$ cat src/rtl/ltsm_pkg.sv
// Shared LTSM definitions: state encoding and default timing constants.
// Used by the sequencer, its cycle timers and the LTSM top.
package ltsm_pkg;

  typedef enum logic [2:0] {
    RESET      = 3'd0,
    TRAIN      = 3'd1,
    ACTIVE     = 3'd2,
    TRAINERROR = 3'd3,
    FAIL       = 3'd4,
    L1_L2      = 3'd5
  } ltsm_state_t;

  // 4 ms dwell and 8 ms stage timeout at 100 MHz
  localparam int LTSM_DWELL_CYC_DEFAULT   = 400000;
  localparam int LTSM_TIMEOUT_CYC_DEFAULT = 800000;

  function automatic int ltsmCntWidth(input int maxVal);
    return (maxVal > 0) ? $clog2(maxVal + 1) : 1;
  endfunction

endpackage

$ cat src/rtl/ltsm_cycle_timer.sv
// Loadable, clearable cycle counter that saturates at MAX_VAL.
// o_term flags the saturated (terminal) count.
module ltsm_cycle_timer
  import ltsm_pkg::*;
#(
  parameter int MAX_VAL = 15,
  localparam int W      = ltsmCntWidth(MAX_VAL)
) (
  input  logic         clk_100MHz,
  input  logic         reset,
  input  logic         i_clear,
  input  logic         i_load,
  input  logic [W-1:0] i_loadVal,
  input  logic         i_inc,
  output logic         o_term
);

  localparam logic [W-1:0] MAX_CNT = W'(MAX_VAL);

  logic [W-1:0] r_count;

  // Clear has priority over load; a load value above the terminal count is clamped
  always_ff @(posedge clk_100MHz or posedge reset) begin
    if (reset) begin
      r_count <= '0;
    end else if (i_clear) begin
      r_count <= '0;
    end else if (i_load) begin
      r_count <= (i_loadVal > MAX_CNT) ? MAX_CNT : i_loadVal;
    end else if (i_inc && (r_count != MAX_CNT)) begin
      r_count <= r_count + 1'b1;
    end
  end

  assign o_term = (r_count == MAX_CNT);

endmodule

$ cat src/rtl/ltsm_seq_ctrl.sv
// Link-training sequencer: walks NUM_STAGES training stages with one-hot enables,
// dwell/timeout/retry handling. Optional power management: define LTSM_SEQ_PM_EN.
module ltsm_seq_ctrl
  import ltsm_pkg::*;
#(
  parameter int NUM_STAGES      = 4,
  parameter int RESET_DWELL_CYC = LTSM_DWELL_CYC_DEFAULT,
  parameter int TIMEOUT_CYC     = LTSM_TIMEOUT_CYC_DEFAULT,
  parameter int MAX_RETRY       = 3,
  parameter int RETRAIN_STAGE   = 2,
  localparam int SW             = $clog2(NUM_STAGES),
  localparam int RW             = $clog2(MAX_RETRY + 1)
) (
  input  logic                  clk_100MHz,
  input  logic                  reset,
  input  logic                  enable_i,
  input  logic                  start_lt_i,
  input  logic [NUM_STAGES-1:0] stage_done_i,
  input  logic [NUM_STAGES-1:0] stage_err_i,
  input  logic                  retrain_req_i,
`ifdef LTSM_SEQ_PM_EN
  input  logic                  pm_req_i,
  input  logic                  pm_exit_i,
  output logic                  pm_o,
`endif
  output logic [NUM_STAGES-1:0] stage_en_o,
  output logic [SW-1:0]         stage_sel_o,
  output logic [2:0]            state_o,
  output logic                  link_up_o,
  output logic                  train_error_o,
  output logic                  fail_o,
  output logic [RW-1:0]         retry_cnt_o
);

  localparam logic [SW-1:0] LAST_STAGE    = SW'(NUM_STAGES - 1);
  localparam logic [SW-1:0] RETRAIN_SEL   = SW'(RETRAIN_STAGE);
  localparam logic [RW-1:0] RETRY_LIMIT   = RW'(MAX_RETRY);
  localparam int            DWELL_MAX     = RESET_DWELL_CYC - 1;
  localparam int            TIMEOUT_MAX   = TIMEOUT_CYC - 1;

  ltsm_state_t   r_state;
  ltsm_state_t   w_nextState;
  logic [SW-1:0] r_stage;
  logic [SW-1:0] w_nextStage;
  logic [RW-1:0] r_retry;
  logic [RW-1:0] w_nextRetry;
  logic          w_advance;
  logic          w_dwellDone;
  logic          w_timeoutHit;
  logic          w_dwellClr;
  logic          w_toClr;

  // The dwell timer only counts while in RESET, so every RESET entry starts from zero
  assign w_dwellClr = (r_state != RESET);

  ltsm_cycle_timer #(
    .MAX_VAL (DWELL_MAX)
  ) u_dwellTimer (
    .clk_100MHz (clk_100MHz),
    .reset      (reset),
    .i_clear    (w_dwellClr),
    .i_load     (1'b0),
    .i_loadVal  ('0),
    .i_inc      (~w_dwellClr),
    .o_term     (w_dwellDone)
  );

  // Stage timeout restarts on every stage advance and whenever TRAIN is entered or left
  assign w_toClr = (r_state != TRAIN) || (w_nextState != TRAIN) || w_advance;

  ltsm_cycle_timer #(
    .MAX_VAL (TIMEOUT_MAX)
  ) u_timeoutTimer (
    .clk_100MHz (clk_100MHz),
    .reset      (reset),
    .i_clear    (w_toClr),
    .i_load     (1'b0),
    .i_loadVal  ('0),
    .i_inc      (~w_toClr),
    .o_term     (w_timeoutHit)
  );

  always_ff @(posedge clk_100MHz or posedge reset) begin
    if (reset) begin
      r_state <= RESET;
      r_stage <= '0;
      r_retry <= '0;
    end else begin
      r_state <= w_nextState;
      r_stage <= w_nextStage;
      r_retry <= w_nextRetry;
    end
  end

  always_comb begin
    w_nextState = r_state;
    w_nextStage = r_stage;
    w_nextRetry = r_retry;
    w_advance   = 1'b0;
    if (!enable_i) begin
      // Disabling the block is an abort, not a failed attempt
      w_nextState = RESET;
      if (r_state != RESET) begin
        w_nextRetry = '0;
      end
    end else begin
      case (r_state)
        RESET: begin
          if (w_dwellDone && start_lt_i) begin
            w_nextState = TRAIN;
            w_nextStage = '0;
          end
        end
        TRAIN: begin
          if (stage_err_i[r_stage] || w_timeoutHit) begin
            w_nextState = TRAINERROR;
          end else if (stage_done_i[r_stage]) begin
            if (r_stage == LAST_STAGE) begin
              w_nextState = ACTIVE;
              w_nextRetry = '0;
            end else begin
              w_nextStage = r_stage + 1'b1;
              w_advance   = 1'b1;
            end
          end
        end
        ACTIVE: begin
          if (retrain_req_i) begin
            w_nextState = TRAIN;
            w_nextStage = RETRAIN_SEL;
          end
`ifdef LTSM_SEQ_PM_EN
          else if (pm_req_i) begin
            w_nextState = L1_L2;
          end
`endif
        end
        TRAINERROR: begin
          if (r_retry == RETRY_LIMIT) begin
            w_nextState = FAIL;
          end else begin
            w_nextRetry = r_retry + 1'b1;
            w_nextState = RESET;
          end
        end
        FAIL: begin
          w_nextState = FAIL;
        end
`ifdef LTSM_SEQ_PM_EN
        L1_L2: begin
          if (pm_exit_i) begin
            w_nextState = TRAIN;
            w_nextStage = RETRAIN_SEL;
          end
        end
`endif
        default: begin
          w_nextState = RESET;
        end
      endcase
    end
  end

  assign stage_en_o    = (r_state == TRAIN) ? (NUM_STAGES'(1) << r_stage) : '0;
  assign stage_sel_o   = r_stage;
  assign state_o       = r_state;
  assign link_up_o     = (r_state == ACTIVE);
  assign train_error_o = (r_state == TRAINERROR);
  assign fail_o        = (r_state == FAIL);
  assign retry_cnt_o   = r_retry;
`ifdef LTSM_SEQ_PM_EN
  assign pm_o          = (r_state == L1_L2);
`endif

endmodule

$ cat config.mk
export PLATFORM = sky130hd
export DESIGN_NAME = ltsm_seq_ctrl
export DESIGN_NICKNAME = d
export VERILOG_FILES = /design/src/rtl/ltsm_pkg.sv /design/src/rtl/ltsm_cycle_timer.sv /design/src/rtl/ltsm_seq_ctrl.sv
export SDC_FILE = /design/constraint.sdc
export NUM_CORES = 1
export LEC_CHECK = 0
export CAP_MARGIN = 0
export CORE_UTILIZATION = 55
export CTS_BUF_LIST = sky130_fd_sc_hd__clkbuf_2 sky130_fd_sc_hd__clkbuf_4 sky130_fd_sc_hd__clkbuf_8
export CTS_CLUSTER_SIZE = 25
export DETAILED_ROUTE_END_ITERATION = 10
export PLACE_DENSITY = 0.77
export SLEW_MARGIN = 15
export SYNTH_ARGS = -nofsm -noshare
export SYNTH_HDL_FRONTEND = slang
export SYNTH_SLANG_ARGS = --single-unit
$ cat constraint.sdc
create_clock -name clk_100MHz -period 2.36 [get_ports clk_100MHz]
set_input_delay 0.354 -clock clk_100MHz [delete_from_list [all_inputs] [get_ports clk_100MHz]]
set_output_delay 0.354 -clock clk_100MHz [all_outputs]
set_load 0.05 [all_outputs]
* Word-level counts from Yosys, hierarchy flattened
Cells that the tools add are included.
** Storage, ports and cells
- Bits in registers :: 46
- Input bits :: 13
- Output and inout bits :: 14
- Logic and storage cells :: 84
** Cells by class
- $add $sub $neg :: 4
- Order comparisons :: 1
- Eq/ne operators :: 22
- Shifts and indexed selects :: 1
- Multiplexer cells :: 35
- Bitwise operators :: 2
- Reductions and logical operators :: 14
** Operators by type and width (count)
- 2-to-1 mux 20 bit :: 2
- 2-to-1 mux 19 bit :: 2
- 2-to-1 mux 2 bit :: 11
- 2-to-1 mux 3 bit :: 7
- adder 20 x 1 -> 20 bit (second input constant) :: 1
- equality test 20 bit (second input constant) :: 1
- inequality test 20 bit (second input constant) :: 1
- adder 19 x 1 -> 19 bit (second input constant) :: 1
- equality test 19 bit (second input constant) :: 1
- inequality test 19 bit (second input constant) :: 1
- one-hot mux 3 bit (5 select lines) :: 1
- inequality test 3 bit (second input constant) :: 4
- inequality test 2 bit (second input constant) :: 5
- inequality test 3 x 1 -> 1 bit (second input constant) :: 3
- 2-to-1 mux 1 bit :: 7
- AND reduction 7 bit :: 1
- equality test 3 x 2 -> 1 bit (second input constant) :: 2
- one-hot mux 2 bit (3 select lines) :: 1
- AND reduction 6 bit :: 1
- nonzero test 2 bit :: 3
- nonzero test 3 bit :: 2
- adder 2 x 1 -> 2 bit (second input constant) :: 2
- binary-select mux 1 bit (select 2 bit) :: 2
- equality test 2 bit (second input constant) :: 2
- other kinds (10) :: 15

* Longest topological paths before layout
- Depth in word-level cells :: 13
- Mapped depth :: 9
- Gate-level depth less buffers :: 6

* By module
A second synthesis with hierarchy kept.
** Second synthesis, totals
- Cell total of the unflattened synthesis :: 423
- Area total of the unflattened synthesis :: 3570.9 sq um
** Modules (own cells, without submodules)
- ltsm_cycle_timer at u_timeoutTimer :: times used 1, cells each 173, area an instance 1514.0 sq um, sequential area each 500.5 sq um
- ltsm_cycle_timer at u_dwellTimer :: times used 1, cells each 171, area an instance 1395.1 sq um, sequential area each 475.5 sq um
- ltsm_seq_ctrl :: times used 1, cells each 79, area an instance 661.9 sq um, sequential area each 175.2 sq um

* Worst setup path after synthesis
No wires, ideal clock.
- Kind :: register to register
- From :: reg r_stage[0], in the netlist stage_sel_o[0]
- To :: reg u_timeoutTimer.r_count[9]
- Setup time :: 69 ps
- Data arrival time :: 2281 ps
- Slack :: 10 ps
- Stages on the path, launching flop included :: 7
- Path buffers :: 1
- Period minus slack after synthesis :: 2350 ps
- Cell sequence :: dfrtp_1 mux4_2 o21a_1 a2111oi_4 nand3_4 buf_12 nor2_4
** On the way
- Word-level cells in the longest chain between the ends :: 12
- Elaborated cells between the ends (all ways) :: 23
** RTL lines
- from (decl) :: RTL line ltsm_seq_ctrl.sv:43 : logic [SW-1:0] r_stage;
- from (signal assigned) :: RTL line ltsm_seq_ctrl.sv:90 : r_stage <= w_nextStage;
- binary-select mux 1 bit (select 2 bit), or another cell as far along :: RTL line ltsm_seq_ctrl.sv:117 : end else if (stage_done_i[r_stage]) begin
- 2-to-1 mux 1 bit (implied by the code), or another cell as far along :: RTL line ltsm_seq_ctrl.sv:117
- 2-to-1 mux 3 bit / logical OR 1 bit (equally long branches) :: RTL line ltsm_seq_ctrl.sv:117, ltsm_seq_ctrl.sv:115
- 2-to-1 mux 3 bit :: RTL line ltsm_seq_ctrl.sv:115 : if (stage_err_i[r_stage] || w_timeoutHit) begin
- one-hot mux 3 bit (5 select lines) :: RTL line ltsm_seq_ctrl.sv:107 : case (r_state)
- 2-to-1 mux 3 bit :: RTL line ltsm_seq_ctrl.sv:100 : if (!enable_i) begin
- inequality test 3 x 1 -> 1 bit :: RTL line ltsm_seq_ctrl.sv:69 : assign w_toClr = (r_state != TRAIN) || (w_nextState != TRAIN) || w_advance;
- logical OR 1 bit :: RTL line ltsm_seq_ctrl.sv:69
- logical OR 1 bit (*) :: RTL line ltsm_seq_ctrl.sv:69
- inverter 1 bit :: RTL line ltsm_seq_ctrl.sv:79 : .i_inc (~w_toClr),
- logical AND 1 bit :: RTL line ltsm_cycle_timer.sv:30 : end else if (i_inc && (r_count != MAX_CNT)) begin
- nonzero test 2 bit (no source line)
- to (signal assigned) :: RTL line ltsm_cycle_timer.sv:29 : r_count <= (i_loadVal > MAX_CNT) ? MAX_CNT : i_loadVal;
- to (signal assigned) :: RTL line ltsm_cycle_timer.sv:31 : r_count <= r_count + 1'b1;
- to (decl) :: RTL line ltsm_cycle_timer.sv:20 : logic [W-1:0] r_count;
Mark *: on every way between the ends. The rest lies on a longest branch, timed or not. The select of a mux whose other input is x is not followed.
A chain may end at the register's enable or synchronous reset.

* Worst setup path in the final report
- From :: reg r_state[1], in the netlist state_o[1]
- To :: out fail_o
** On the way
- Word-level cells in the longest chain between the ends :: 1
** RTL lines
- from (decl) :: RTL line ltsm_seq_ctrl.sv:41 : ltsm_state_t r_state;
- from (signal assigned) :: RTL line ltsm_seq_ctrl.sv:89 : r_state <= w_nextState;
- equality test 3 bit :: RTL line ltsm_seq_ctrl.sv:169 : assign fail_o = (r_state == FAIL);
- to (decl) :: RTL line ltsm_seq_ctrl.sv:31 : output logic fail_o,
No other way between the ends.

==> reports/results.ini <==
[outcome]
outcome=finished, final reports clean

[power]
powerDensity_nw_per_um2=509.4
max-vdd-ir-drop_mv=0.3211
p_leak_uw=0.001415
combPwrFrac=0.123
swShare=0.2626
intPower_uw=1275
power.share.sequential=0.523
netSwitchingPower_uw=453.9
pwr-share-clk=0.353

[global_routing]
grt_first_pass_wirelength_um=10840
grt_max_degree=26
grt_overflow_total=0
grt_pass1_vias=2293
antenna_found_initial=0
grt_usage=0.2616

[floorplanning]
row_count=25
die_w_um=74.29
num_io_pins=27
fp.coreArea_sq_um=4880
die_y_um=74.29
die_area_sq_um=5518
initial_core_util=0.5890

[yosys]
syn_nets=324
synth.avg_cell_area_sq_um=9.454
synth_top_family_by_area=simple AND/OR/NAND/NOR gates
synthFlopType=dfrtp_1
synth-compound-area-share=0.1354
yosysWarnings=0
synth-xor-area-share=0.06704
ys_seq_elements=46
netlist_area_sq_um=2874
synth-simple-area-share=0.3026
synthAdderAreaFrac=0.03047
synth_edf_count=0
syn_inst=304
ys_seq_area_frac=0.4005
ys_types=53
async_reset_ff_frac=1.000
synthMuxAreaShare=0.02612

[critical_path]
startpoint_type=flip-flop
crit_path_top_delay_cell=clkdlybuf4s50_1
crit_buf_inv=1
cp_max_fo=10
worstPathCellList=nor2_1 -> and2_1 -> clkdlybuf4s50_1
arrival_ns=1.92
critical_path.max_stage_delay_ns=0.80
endpoint_kind=primary output
crit_family=buffers and inverters
worstPathRequired_ns=2.01
crit_type=reg2out

[detailed_routing]
dr.pass1.iters=5
vias_per_cell=5.936
drt_wl_total_um=6320
dr_total_vias=2428
ant_nets=0
wl_per_cell_um=15.45
route.detailed.drc=0
drtIter0Drc=123

[cts]
cts_buffer_depth=2
clk_latency_ns=0.31
cts_tree=done
cts_sinks=46
cts_root_buf=clkbuf_8
htreeDepth=2
cts_buffers=5
clk_transition_reported_paths_ns=0.09

[sta]
setup_tns_ns=0
fin_crit_sh=0.9654
min_period_ns=2.278
setup_violations=0
hold_viol=0
worstMarginPinSlew_ns=0.6035
slew_headroom=0.5976
clock-skew-final_ns=0.008445
fmax_ghz=0.4389
drv_slew=0
rsz0062_at_grt=false

[placement]
numPortBuffers=26
place_area_sq_um=3278
gp_congestion=0.8729
detailed_place_hpwl_um=4610

[job]
drv_cap=0

[finish]
drive_gt1_frac=0.1462
syn_to_final_growth_pct=18.07
final_core_util=0.6954
fin_area_sq_um=3393
final_nets=362
antennaDiodeCount=0

[worst_hold_path]
hp-class=in2async

-- layout by cell type, fill, tap and decap left out, types with 9 or more instances in the layout --
cell type	Yosys	routed
dfrtp_1	46	46
a211oi_1	10	10
inv_1	13	12
a21oi_1	17	17
and3_1	10	10
nor2_4	9	9
xnor2_1	16	16
clkdlybuf4s50_1	0	20
nor2_1	30	30
buf_4	0	20
nand2_1	26	26
nand3_1	13	13
-- cell usage after synthesis (all sizes together) (7+ instances only) --
| cell | n | area, sq um |
|---|---|---|
| dfrtp | 46 | 1151 |
| nor2 | 40 | 220.2 |
| nand2 | 27 | 108.9 |
| a21oi | 17 | 85.08 |
| xnor2 | 16 | 140.1 |
| nand3 | 14 | 82.58 |
| inv | 13 | 48.80 |
| a211oi | 10 | 75.07 |
| and3 | 10 | 62.56 |
| clkbuf | 8 | 30.03 |
| nand4 | 8 | 50.05 |
| ha | 7 | 87.58 |
| nor3 | 7 | 46.30 |
-- final cells by class --
| class | count | area, sq um |
|---|---|---|
| Inverter | 13 | 48.80 |
| Tap cell | 67 | 83.83 |
| Clock buffer | 6 | 82.58 |
| Sequential cell | 46 | 1151 |
| Clock inverter | 1 | 30.03 |
| Timing Repair Buffer | 42 | 382.9 |
| Fill cell | 382 | 1486 |
| Multi-Input combinational cell | 234 | 1614 |
-- sequential cells by signal, summed over array words and instances, names as in the netlist --
register / count
u_timeoutTimer.r_count: 20
state_o: 3
u_dwellTimer.r_count: 19
retry_cnt_o: 2
stage_sel_o: 2
-- power by group through the flow --
stage	Clock, uW	Sequential [uW]	Combinational (uW)
after floorplan	0	907	146
after global placement	0	915	203
after detailed placement	0	916	218
after CTS	623	902	216
after global routing	655	914	245
final	611	905	213
-- worst paths after layout --
path / startpoint / endpoint / slack, ns / depth (start not counted)
max: state_o[1]$_DFF_PP0_ / fail_o / 0.08 / 3
max in group asynchronous: reset / stage_sel_o[0]$_DFFE_PP0P_ / 1.38 / 3
min reg2reg: u_dwellTimer.r_count[12]$_DFFE_PP0P_ / u_dwellTimer.r_count[12]$_DFFE_PP0P_ / 0.55 / 2
min in group clk_100MHz: u_dwellTimer.r_count[12]$_DFFE_PP0P_ / u_dwellTimer.r_count[12]$_DFFE_PP0P_ / 0.55 / 2
max reg2reg: stage_sel_o[0]$_DFFE_PP0P_ / u_timeoutTimer.r_count[19]$_DFFE_PP0P_ / 0.16 / 6
min: reset / u_timeoutTimer.r_count[9]$_DFFE_PP0P_ / 0.40 / 2
-- metrics by stage --
step / hold WS, ns / instances / setup WS [ns] / total power [uW]
finish: 0.3952 / 409 / 0.08161 / 1729
global route: 0.4422 / 409 / 0.01244 / 1815
CTS: 0.4103 / 409 / 0.06469 / 1741
detailed placement: 0.5367 / 402 / -0.06130 / 1133
global placement: 0.5305 / 402 / 0.02960 / 1118
floorplan: 0.5038 / 304 / 0.009982 / 1053
-- metal layers --
metal  GRT usage  up-vias  wire, um  part of all wire
li1            -     1176         -                 -
met1      0.3717     1165      3017              0.48
met2      0.4061       81      2909              0.46
met3     0.06369        6       348             0.055
met4     0.06289        0        44            0.0070
met5           0        -         0                 0
-- timing repair --
action	4_1_cts	5_1_grt
endpoints found under the setup margin	0	1
setup buffers	0	0
hold buffers	0	0
resized for setup	0	1
-- cells by family (layout without fill, tap and decap cells) --
family                     count (synthesis)  after routing
AOI/OAI and AO/OA                         54             54
xor gates and xnor gates                  22             22
adders and majority gates                  7              7
buffers and inverters                     24             62
DFF                                       46             46
muxes                                      5              5
and+or+nand+nor                          146            146
(Power assumes the default switching activity.)
